### config.mk
export PLATFORM = sky130hd
export DESIGN_NAME = mem_stage_ls_flat
export DESIGN_NICKNAME = d
export VERILOG_FILES = /design/src/rtl/mem_pkg.sv /design/src/rtl/mem_stage_ls_if.sv /design/src/rtl/mem_stage_ls_load_align.sv /design/src/rtl/mem_stage_ls.sv /design/src/flat_wrapper.sv
export SDC_FILE = /design/constraint.sdc
export NUM_CORES = 1
export LEC_CHECK = 0
export BUFFER_PORTS_ARGS = -buffer_cell sky130_fd_sc_hd__buf_4
export CELL_PAD_IN_SITES_DETAIL_PLACEMENT = 2
export CELL_PAD_IN_SITES_GLOBAL_PLACEMENT = 2
export CORE_UTILIZATION = 30
export DETAILED_ROUTE_END_ITERATION = 7
export PLACE_DENSITY = 0.91
export SYNTH_ARGS = -nofsm -noshare
export SYNTH_HDL_FRONTEND = slang
export SYNTH_SLANG_ARGS = --single-unit
export TNS_END_PERCENT = 50
### constraint.sdc
create_clock -name clk -period 4.3 [get_ports clk]
set_input_delay 0.645 -clock clk [delete_from_list [all_inputs] [get_ports clk]]
set_output_delay 0.645 -clock clk [all_outputs]
set_load 0.1 [all_outputs]
### src/rtl/mem_pkg.sv
// Shared types and defaults for the memory-access stage.
// Load-op encoding and datapath defaults.
package mem_pkg;

  localparam int DATA_W_DEFAULT   = 32;
  localparam int MAX_DROP_DEFAULT = 3;

  typedef enum logic [2:0] {
    MEM_LB   = 3'd0,
    MEM_LBU  = 3'd1,
    MEM_LH   = 3'd2,
    MEM_LHU  = 3'd3,
    MEM_LW   = 3'd4,
    MEM_LWU  = 3'd5,
    MEM_LD   = 3'd6,
    MEM_NONE = 3'd7
  } mem_op_e;

  function automatic int off_w(input int dw);
    return $clog2(dw / 8);
  endfunction

endpackage

### src/rtl/mem_stage_ls_if.sv
// EX/SRAM/WB bundle seen by the memory-access stage.
// master: surrounding pipeline; slave: the stage.
interface mem_stage_ls_if
  import mem_pkg::*;
#(
  parameter int DATA_W    = DATA_W_DEFAULT,
  parameter int PC_W      = 32,
  parameter int RF_ADDR_W = 5
) ();

  logic                 ws_allowin;
  logic                 ms_allowin;
  logic                 es_to_ms_valid;
  logic [PC_W-1:0]      es_pc;
  logic [DATA_W-1:0]    es_alu_result;
  logic                 es_mem_req;
  logic                 es_res_from_mem;
  mem_op_e              es_mem_op;
  logic                 es_rf_we;
  logic [RF_ADDR_W-1:0] es_rf_waddr;
  logic                 ms_flush;
  logic                 data_sram_data_ok;
  logic [DATA_W-1:0]    data_sram_rdata;
  logic                 ms_to_ws_valid;
  logic [PC_W-1:0]      ms_pc;
  logic                 ms_rf_we;
  logic [RF_ADDR_W-1:0] ms_rf_waddr;
  logic [DATA_W-1:0]    ms_rf_wdata;
  logic                 ms_fwd_ok;

  modport master (
    output ws_allowin, es_to_ms_valid, es_pc,
    output es_alu_result, es_mem_req,
    output es_res_from_mem, es_mem_op,
    output es_rf_we, es_rf_waddr, ms_flush,
    output data_sram_data_ok, data_sram_rdata,
    input  ms_allowin, ms_to_ws_valid, ms_pc,
    input  ms_rf_we, ms_rf_waddr, ms_rf_wdata,
    input  ms_fwd_ok
  );

  modport slave (
    input  ws_allowin, es_to_ms_valid, es_pc,
    input  es_alu_result, es_mem_req,
    input  es_res_from_mem, es_mem_op,
    input  es_rf_we, es_rf_waddr, ms_flush,
    input  data_sram_data_ok, data_sram_rdata,
    output ms_allowin, ms_to_ws_valid, ms_pc,
    output ms_rf_we, ms_rf_waddr, ms_rf_wdata,
    output ms_fwd_ok
  );

endinterface

### src/rtl/mem_stage_ls_load_align.sv
// load_align: byte-lane select and sign/zero extension.
// On a 32-bit datapath LWU and LD collapse to LW.
module load_align
  import mem_pkg::*;
#(
  parameter int DATA_W = DATA_W_DEFAULT,
  parameter int OW     = off_w(DATA_W)
) (
  input  logic [DATA_W-1:0] raw,
  input  logic [OW-1:0]     off,
  input  mem_op_e           op,
  output logic [DATA_W-1:0] res
);

  logic [DATA_W-1:0] sh;

  assign sh = raw >> {off, 3'b000};

  always_comb begin
    res = raw;
    case (op)
      MEM_LB:  res = DATA_W'($signed(sh[7:0]));
      MEM_LBU: res = DATA_W'(sh[7:0]);
      MEM_LH:  res = DATA_W'($signed(sh[15:0]));
      MEM_LHU: res = DATA_W'(sh[15:0]);
      MEM_LW:  res = DATA_W'($signed(sh[31:0]));
      MEM_LWU: res = DATA_W'(sh[31:0]);
      MEM_LD:  res = sh;
      default: res = raw;
    endcase
  end

endmodule

### src/rtl/mem_stage_ls.sv
// mem_stage_ls: split-transaction load/store stage (EX -> WB).
// Optional MS_STALL_CNT_EN adds the ms_stall_cnt counter port.
module mem_stage_ls
  import mem_pkg::*;
#(
  parameter int DATA_W    = DATA_W_DEFAULT,
  parameter int PC_W      = 32,
  parameter int RF_ADDR_W = 5,
  parameter int MAX_DROP  = MAX_DROP_DEFAULT
) (
  input  logic        clk,
  input  logic        resetn,
`ifdef MS_STALL_CNT_EN
  output logic [31:0] ms_stall_cnt,
`endif
  mem_stage_ls_if.slave bus
);

  localparam int OW = off_w(DATA_W);
  localparam int DW = $clog2(MAX_DROP + 1);

  logic                 ms_valid;
  logic                 req_pend;
  logic                 buf_valid;
  logic [DW-1:0]        drop_cnt;
  logic [DW:0]          drop_nxt;
  logic [DATA_W-1:0]    buf_data;
  logic [DATA_W-1:0]    alu_q;
  logic [DATA_W-1:0]    raw;
  logic [DATA_W-1:0]    aligned;
  logic [PC_W-1:0]      pc_q;
  logic [RF_ADDR_W-1:0] waddr_q;
  logic                 we_q;
  logic                 from_mem_q;
  mem_op_e              op_q;

  logic data_ok_eff;
  logic ready_go;
  logic allowin;
  logic accept;
  logic go_out;
  logic buf_take;

  assign data_ok_eff = bus.data_sram_data_ok
                    && (drop_cnt == '0);
  assign ready_go = !req_pend || data_ok_eff
                 || buf_valid;
  // a new request must not race responses still owed to flushed loads
  assign allowin = (!ms_valid || (ready_go && bus.ws_allowin))
                && !((drop_cnt != '0) && bus.es_mem_req);
  assign accept = bus.es_to_ms_valid && allowin
               && !bus.ms_flush;
  assign go_out = ms_valid && ready_go && bus.ws_allowin;
  assign buf_take = data_ok_eff && ms_valid && req_pend
                 && !bus.ws_allowin;

  always_comb begin
    drop_nxt = {1'b0, drop_cnt};
    if (bus.ms_flush) begin
      drop_nxt = drop_nxt
        + (DW+1)'(ms_valid && req_pend && !data_ok_eff)
        + (DW+1)'(bus.es_to_ms_valid && allowin
                  && bus.es_mem_req);
    end
    if (bus.data_sram_data_ok && (drop_cnt != '0)) begin
      drop_nxt = drop_nxt - (DW+1)'(1);
    end
  end

  always_ff @(posedge clk) begin
    if (!resetn) begin
      drop_cnt <= '0;
    end else begin
      assert (drop_nxt <= (DW+1)'(MAX_DROP));
      drop_cnt <= (drop_nxt > (DW+1)'(MAX_DROP))
                ? DW'(MAX_DROP) : drop_nxt[DW-1:0];
    end
  end

  always_ff @(posedge clk) begin
    if (!resetn) begin
      ms_valid   <= 1'b0;
      req_pend   <= 1'b0;
      buf_valid  <= 1'b0;
      buf_data   <= '0;
      alu_q      <= '0;
      pc_q       <= '0;
      waddr_q    <= '0;
      we_q       <= 1'b0;
      from_mem_q <= 1'b0;
      op_q       <= MEM_LB;
    end else if (bus.ms_flush) begin
      ms_valid  <= 1'b0;
      req_pend  <= 1'b0;
      buf_valid <= 1'b0;
    end else if (accept) begin
      ms_valid   <= 1'b1;
      req_pend   <= bus.es_mem_req;
      buf_valid  <= 1'b0;
      alu_q      <= bus.es_alu_result;
      pc_q       <= bus.es_pc;
      waddr_q    <= bus.es_rf_waddr;
      we_q       <= bus.es_rf_we;
      from_mem_q <= bus.es_res_from_mem;
      op_q       <= bus.es_mem_op;
    end else if (go_out || !ms_valid) begin
      ms_valid  <= 1'b0;
      req_pend  <= 1'b0;
      buf_valid <= 1'b0;
    end else if (buf_take) begin
      buf_data  <= bus.data_sram_rdata;
      buf_valid <= 1'b1;
      req_pend  <= 1'b0;
    end
  end

`ifdef MS_STALL_CNT_EN
  always_ff @(posedge clk) begin
    if (!resetn) begin
      ms_stall_cnt <= '0;
    end else if (ms_valid && req_pend && !buf_valid
                 && !data_ok_eff) begin
      ms_stall_cnt <= ms_stall_cnt + 32'd1;
    end
  end
`endif

  assign raw = buf_valid ? buf_data : bus.data_sram_rdata;

  load_align #(.DATA_W(DATA_W)) u_align (
    .raw (raw),
    .off (alu_q[OW-1:0]),
    .op  (op_q),
    .res (aligned)
  );

  assign bus.ms_allowin     = allowin;
  assign bus.ms_to_ws_valid = ms_valid && ready_go
                           && !bus.ms_flush;
  assign bus.ms_pc          = pc_q;
  assign bus.ms_rf_we       = ms_valid && we_q;
  assign bus.ms_rf_waddr    = waddr_q;
  assign bus.ms_rf_wdata    = from_mem_q ? aligned : alu_q;
  assign bus.ms_fwd_ok      = ms_valid && ready_go;

endmodule
### src/flat_wrapper.sv
// flat-port wrapper written by rule: the top's interface ports become plain ports
module mem_stage_ls_flat import mem_pkg::*;
#(
  parameter int DATA_W    = DATA_W_DEFAULT,
  parameter int PC_W      = 32,
  parameter int RF_ADDR_W = 5,
  parameter int MAX_DROP  = MAX_DROP_DEFAULT
)
  (clk, resetn, bus_ws_allowin, bus_es_to_ms_valid, bus_es_pc, bus_es_alu_result, bus_es_mem_req, bus_es_res_from_mem, bus_es_mem_op, bus_es_rf_we, bus_es_rf_waddr, bus_ms_flush, bus_data_sram_data_ok, bus_data_sram_rdata, bus_ms_allowin, bus_ms_to_ws_valid, bus_ms_pc, bus_ms_rf_we, bus_ms_rf_waddr, bus_ms_rf_wdata, bus_ms_fwd_ok);
  mem_stage_ls_if #(.DATA_W(DATA_W), .PC_W(PC_W), .RF_ADDR_W(RF_ADDR_W)) bus_i ();
  input  logic clk;
  input  logic resetn;
  input wire logic [$bits(bus_i.ws_allowin)-1:0] bus_ws_allowin;
  input wire logic [$bits(bus_i.es_to_ms_valid)-1:0] bus_es_to_ms_valid;
  input wire logic [$bits(bus_i.es_pc)-1:0] bus_es_pc;
  input wire logic [$bits(bus_i.es_alu_result)-1:0] bus_es_alu_result;
  input wire logic [$bits(bus_i.es_mem_req)-1:0] bus_es_mem_req;
  input wire logic [$bits(bus_i.es_res_from_mem)-1:0] bus_es_res_from_mem;
  input wire logic [$bits(bus_i.es_mem_op)-1:0] bus_es_mem_op;
  input wire logic [$bits(bus_i.es_rf_we)-1:0] bus_es_rf_we;
  input wire logic [$bits(bus_i.es_rf_waddr)-1:0] bus_es_rf_waddr;
  input wire logic [$bits(bus_i.ms_flush)-1:0] bus_ms_flush;
  input wire logic [$bits(bus_i.data_sram_data_ok)-1:0] bus_data_sram_data_ok;
  input wire logic [$bits(bus_i.data_sram_rdata)-1:0] bus_data_sram_rdata;
  output wire logic [$bits(bus_i.ms_allowin)-1:0] bus_ms_allowin;
  output wire logic [$bits(bus_i.ms_to_ws_valid)-1:0] bus_ms_to_ws_valid;
  output wire logic [$bits(bus_i.ms_pc)-1:0] bus_ms_pc;
  output wire logic [$bits(bus_i.ms_rf_we)-1:0] bus_ms_rf_we;
  output wire logic [$bits(bus_i.ms_rf_waddr)-1:0] bus_ms_rf_waddr;
  output wire logic [$bits(bus_i.ms_rf_wdata)-1:0] bus_ms_rf_wdata;
  output wire logic [$bits(bus_i.ms_fwd_ok)-1:0] bus_ms_fwd_ok;
  assign bus_i.ws_allowin = bus_ws_allowin;
  assign bus_i.es_to_ms_valid = bus_es_to_ms_valid;
  assign bus_i.es_pc = bus_es_pc;
  assign bus_i.es_alu_result = bus_es_alu_result;
  assign bus_i.es_mem_req = bus_es_mem_req;
  assign bus_i.es_res_from_mem = bus_es_res_from_mem;
  assign bus_i.es_mem_op = bus_es_mem_op;
  assign bus_i.es_rf_we = bus_es_rf_we;
  assign bus_i.es_rf_waddr = bus_es_rf_waddr;
  assign bus_i.ms_flush = bus_ms_flush;
  assign bus_i.data_sram_data_ok = bus_data_sram_data_ok;
  assign bus_i.data_sram_rdata = bus_data_sram_rdata;
  assign bus_ms_allowin = bus_i.ms_allowin;
  assign bus_ms_to_ws_valid = bus_i.ms_to_ws_valid;
  assign bus_ms_pc = bus_i.ms_pc;
  assign bus_ms_rf_we = bus_i.ms_rf_we;
  assign bus_ms_rf_waddr = bus_i.ms_rf_waddr;
  assign bus_ms_rf_wdata = bus_i.ms_rf_wdata;
  assign bus_ms_fwd_ok = bus_i.ms_fwd_ok;
  mem_stage_ls #(.DATA_W(DATA_W), .PC_W(PC_W), .RF_ADDR_W(RF_ADDR_W), .MAX_DROP(MAX_DROP)) u_core (.clk(clk), .resetn(resetn), .bus(bus_i));
endmodule
### Yosys cells after proc, flatten, opt, wreduce, memory -nomap -nowiden

Index checks and enable logic that the tools add are counted.

* bits in registers: 111
* bits in latches: 0
* RAM bits: 0
* bits in read-only memories: 0
* bits of input ports: 113
* word-level logic and storage cells: 74
* memories kept: 0

* add/sub/neg operators: 3
* multipliers: 0
* div/mod/pow operators: 0
* order comparisons: 1
* eq/ne operators: 6
* shifts and indexed selects: 1
* multiplexer cells: 11
* bitwise logic cells: 4
* reductions and logical operators: 37

Operators by type and width (count)
* $pmux 32 s5: 1
* $mux 32: 2
* $shr 32x5->32: 1
* $logic_and 1x1->1: 17
* $eq 3x3->1 const B: 3
* $eq 3x2->1 const B: 2
* $logic_not 1->1: 6
* $mux 3: 2
* $mux 1: 5
* $logic_or 1x1->1: 4
* $not 1->1: 4
* $reduce_and 4->1: 1
* $reduce_bool 2->1: 2
* $reduce_or 4->1: 1
* $add 2x1->3: 1
* $add 3x1->3: 1
* $eq 3x1->1 const B: 1
* $gt 3x2->1 const B: 1
* $logic_not 3->1: 1
* $reduce_bool 3->1: 1
* $reduce_or 3->1: 1
* $sub 3x1->3 const B: 1
* $logic_not 2->1: 1
* $mux 2: 1
* other kinds (2): 2

### Logic depth before layout (Yosys ltp)

* depth in word-level cells: 15
* gate-level depth with buffers: 11

### By module

A second synthesis with hierarchy kept.

* cell total of the unflattened synthesis: 738
* area total of the unflattened synthesis: 6216.0 sq um

By module, submodules not included
* mem_stage_ls: times used 1, cells each 576, area each 5158.7 sq um, sequential area each 2222.1 sq um
* load_align: times used 1, cells each 162, area each 1057.3 sq um, sequential area each 0.0 sq um

### Worst setup path after synthesis

No wires, ideal clock.

* path type: input to output
* from: in bus_data_sram_rdata[31]
* to: out bus_ms_rf_wdata[30]
* data arrival time: 3.984 ns
* data required time: 3.655 ns
* path slack: -0.329 ns
* stages: 6
* path buffers: 1
* path through: mux2i_1 -> mux4_2 -> o21a_1 -> and3_1 -> buf_6 -> a211oi_1

* cells in the longest elaborated chain, start to end: 4

Ends and longest elaborated chain
* start: declaration: line flat_wrapper.sv:24 `input wire logic [$bits(bus_i.data_sram_rdata)-1:0] bus_data_sram_rdata;`
* $mux 32: line mem_stage_ls.sv:128 `assign raw = buf_valid ? buf_data : bus.data_sram_rdata;`
* $shr 32x5->32: line mem_stage_ls_load_align.sv:17 `assign sh = raw >> {off, 3'b000};`
* $pmux 32 s5: line mem_stage_ls_load_align.sv:21 `case (op)`
* $mux 32: line mem_stage_ls.sv:143 `assign bus.ms_rf_wdata = from_mem_q ? aligned : alu_q;`
* end: declaration: line flat_wrapper.sv:30 `output wire logic [$bits(bus_i.ms_rf_wdata)-1:0] bus_ms_rf_wdata;`

Every way passes these cells.

### Worst setup path after layout

* from: reg u_core.alu_q[0]
* to: out bus_ms_rf_wdata[17]

* cells in the longest elaborated chain, start to end: 3

Ends and longest elaborated chain
* start: declaration: line mem_stage_ls.sv:28 `logic [DATA_W-1:0] alu_q;`
* start signal: assignment: line mem_stage_ls.sv:100 `alu_q <= bus.es_alu_result;`
* $shr 32x5->32: line mem_stage_ls_load_align.sv:17
* $pmux 32 s5: line mem_stage_ls_load_align.sv:21
* $mux 32: line mem_stage_ls.sv:143

Every way passes these cells.

==> results.sh <==
export IMPL_fin_crit_sh_pct=91.10
export IMPL_pwr_share_comb_pct=34.6
export IMPL_fp_dieW_um=140.9
export IMPL_die_h_um=140.9
export IMPL_cp_arrival_ns=3.27
export IMPL_vias=6063
export IMPL_worst_pin_slew_ns=1.025
export IMPL_place_congestion=0.8758
export IMPL_grt_antenna_before_repair=0
export IMPL_cts_sinks=111
export IMPL_clkPwrFrac_pct=28.2
export IMPL_slew_viol_final=0
export IMPL_grt_max_degree=97
export IMPL_hold_viol_final=0
export IMPL_antenna_left=0
export IMPL_first_iter_violations=242
export IMPL_diodes=0
export IMPL_relSlewSlack_pct=31.17
export IMPL_grt_use_met2_pct=40.56
export IMPL_syn2layout_area_growth_pct=31.50
export IMPL_crit_top_cell="buf_4"
export IMPL_grt_overflow_total=0
export IMPL_grt_pass1_wl_mm=35.95
export IMPL_synth_compound_area_share_pct=21.23
export IMPL_yosysSeqAreaShare_pct=38.39
export IMPL_synthesis_nets=870
export IMPL_fmax_ghz=0.2553
export IMPL_postCtsSetupBuffers=0
export IMPL_met3_usage_pct=5.842
export IMPL_remaining_drc_errors=0
export IMPL_synth_edf_count=0
export IMPL_netlist_area_leader_share_pct=38.39
export IMPL_htreeDepth=3
export IMPL_place_worst_setup_slack_ns=0.7322
export IMPL_synth_cell_types=48
export IMPL_synthMuxAreaShare_pct=8.323
export IMPL_total_leakage_power_uw=0.002823
export IMPL_synth_seq_cells=111
export IMPL_crit_required_ns=3.65
export IMPL_fin_crit_ns=3.917
export IMPL_finalClockSkew_ns=0.008986
export IMPL_power_frac_seq_pct=37.2
export IMPL_port_buffers=185
export IMPL_first_pass_iters=4
export IMPL_worst_slack_ns=0.3827
export IMPL_syn_area_per_cell_sq_um=7.676
export IMPL_wl_per_cell_um=19.71
export IMPL_synth_xor_area_share_pct=0.1513
export IMPL_crit_path_start_kind="flop"
export IMPL_cp_end_kind="output port"
export IMPL_core_sq_um=18830
export IMPL_yosysWarningCount=0
export IMPL_clk_pin_slew_ns=0.07
export IMPL_grt_pass1_vias=6492
export IMPL_dieArea_sq_um=19850
export IMPL_crit_family="simple AND/OR/NAND/NOR gates"
export IMPL_path_buf_inv=2
export IMPL_max_vdd_ir_drop_v=0.0001871
export IMPL_synth_top_family_by_area="simple AND/OR/NAND/NOR gates"
export IMPL_syn_inst=754
export IMPL_drive_above_1_share_pct=28.52
export IMPL_power_density_nw_per_um2=399.6
export IMPL_maxCapViolCount=0
export IMPL_grt_setup_unrepaired="no"
export IMPL_slowest_delay_ns=0.57
export IMPL_start_util_pct=30.74
export IMPL_ios=186
export IMPL_grtUsageMet1_pct=27.55
export IMPL_p_int_uw=1824
export IMPL_synth_most_common_cell="nand2_1"
export IMPL_synthSimpleGateAreaFrac_pct=25.44
export IMPL_power_total_uw=3041
export IMPL_status="completed"
export IMPL_worst_path_max_fanout=15
export IMPL_ys_async_sr_fraction_pct=0
export IMPL_cts_hold_buffers=0
export IMPL_vias_per_cell=5.254
export IMPL_clock_path_buffers=2
export IMPL_cp_cell_sequence="buf_4 -> nor2b_1 -> and2_1 -> o311ai_1 -> and3_1 -> a211oi_1 -> buf_4"
export IMPL_numCtsBuffers=9
export IMPL_syn_area_sq_um=5788
export IMPL_cts_tree="built"
export IMPL_root_buffer="clkbuf_16"
export IMPL_nets=1006
export IMPL_yosys_area_share_adder_pct=0.7782
export IMPL_placementRows=50
export IMPL_hpwl_mm=16.92
export IMPL_synthTopCellsByCount="nand2_1 (172), dfxtp_1 (111), o21ai_0 (95)"
export IMPL_hold_class="reg -> reg"
export IMPL_setup_violations_final=0
export IMPL_synth_area_top_cells="dfxtp_1 (38%), nand2_1 (11%), o21ai_0 (8.2%)"
export IMPL_worst_path_max_delay_cell="dfxtp_1"
export IMPL_synth_largest_area_cell="dfxtp_1"
export IMPL_switchingPower_uw=1217
export IMPL_ys_flop_type="dfxtp_1"
export IMPL_cts_repair_resized=0
export IMPL_routed_wl_mm=22.75
export IMPL_grtUsageTotal_pct=23.46
export IMPL_crit_type="reg -> out"
export IMPL_clk_latency_ns=0.36
export IMPL_netSwitchingFraction_pct=40.02
export IMPL_grt_most_used_layer="met2"
-- final cells by class --
class                      instances  area (sq um)
timing repair buffer             197          1504
inverter                           2         7.507
fill                            2183         11220
sequential                       111          2223
multi-input combinational        569          3261
clock buffer                      12         246.5
tap                              260         325.3
clock inverter                     3         43.79
-- flip-flops by register name (all words and copies together), names as in the netlist --
| signal | cells |
|---|---|
| u_core.alu_q | 32 |
| u_core.buf_data | 32 |
| u_core.bus.ms_pc | 32 |
| u_core.bus.ms_rf_waddr | 5 |
| u_core.op_q | 3 |
| u_core.drop_cnt | 2 |
| u_core.buf_valid | 1 |
| u_core.from_mem_q | 1 |
| u_core.ms_valid | 1 |
| u_core.req_pend | 1 |
| u_core.we_q | 1 |
-- placed cells by master, fill, tap and decap left out, drive strengths merged, types with 12 or more instances in the layout --
cell	count
buf	197
a21boi	32
nand3	91
nand2	172
clkbuf	12
nor3	22
mux2	23
mux2i	20
o21ai	96
nor2	23
dfxtp	111
a211oi	16
-- per-layer routing --
metal	wire length [um]	part of all wire (%)
met5	0	0
met4	703	3.1
met3	1430	6.3
met2	11150	49
met1	9465	42
-- cell families after synthesis --
| logic type | after synthesis |
|---|---|
| AOI/OAI and AO/OA | 187 |
| adders and majority gates | 3 |
| and+or+nand+nor | 334 |
| DFF | 111 |
| xor gates and xnor gates | 1 |
| buffers and inverters | 74 |
| muxes | 44 |
-- power by group through the flow --
stage / clock, uW / sequential [uW] / combinational, uW
floorplan: 0 / 1310 / 596
global placement: 0 / 1150 / 1030
global route: 914 / 1140 / 1110
finish: 857 / 1130 / 1050
CTS: 885 / 1130 / 1060
detailed placement: 0 / 1160 / 1060
-- tightest hold or removal path: stages, from the launching register on --
cell	delay (ns)
dfxtp_1	0.31
nand2_1	0.05
o21ai_0	0.05
-- final timing paths --
| check | from | endpoint | slack, ns | cells after the start |
|---|---|---|---|---|
| setup / recovery | u_core.alu_q[0]$_SDFFE_PN0P_ | bus_ms_rf_wdata[17] | 0.38 | 7 |
| hold / removal | u_core.alu_q[9]$_SDFFE_PN0P_ | u_core.alu_q[9]$_SDFFE_PN0P_ | 0.46 | 2 |
| setup reg to reg | u_core.buf_valid$_SDFFE_PP0P_ | u_core.drop_cnt[1]$_SDFF_PN0_ | 0.79 | 12 |
| hold reg to reg | u_core.alu_q[9]$_SDFFE_PN0P_ | u_core.alu_q[9]$_SDFFE_PN0P_ | 0.46 | 2 |
-- per-stage QoR --
step / hold slack [ns] / utilization, % / setup TNS [ns] / area [sq um] / std cells
after global placement: 0.4434 / 38.88 / 0 / 7321 / 1139
after global routing: 0.4924 / 40.42 / 0 / 7611 / 1154
final: 0.4584 / 40.42 / 0 / 7611 / 1154
after floorplan: 0.4314 / - / -0.9768 / 5793 / 754
after CTS: 0.4654 / 40.42 / 0 / 7611 / 1154
after detailed placement: 0.4549 / 38.88 / 0 / 7321 / 1139
Power figures use the tool's default switching activity.
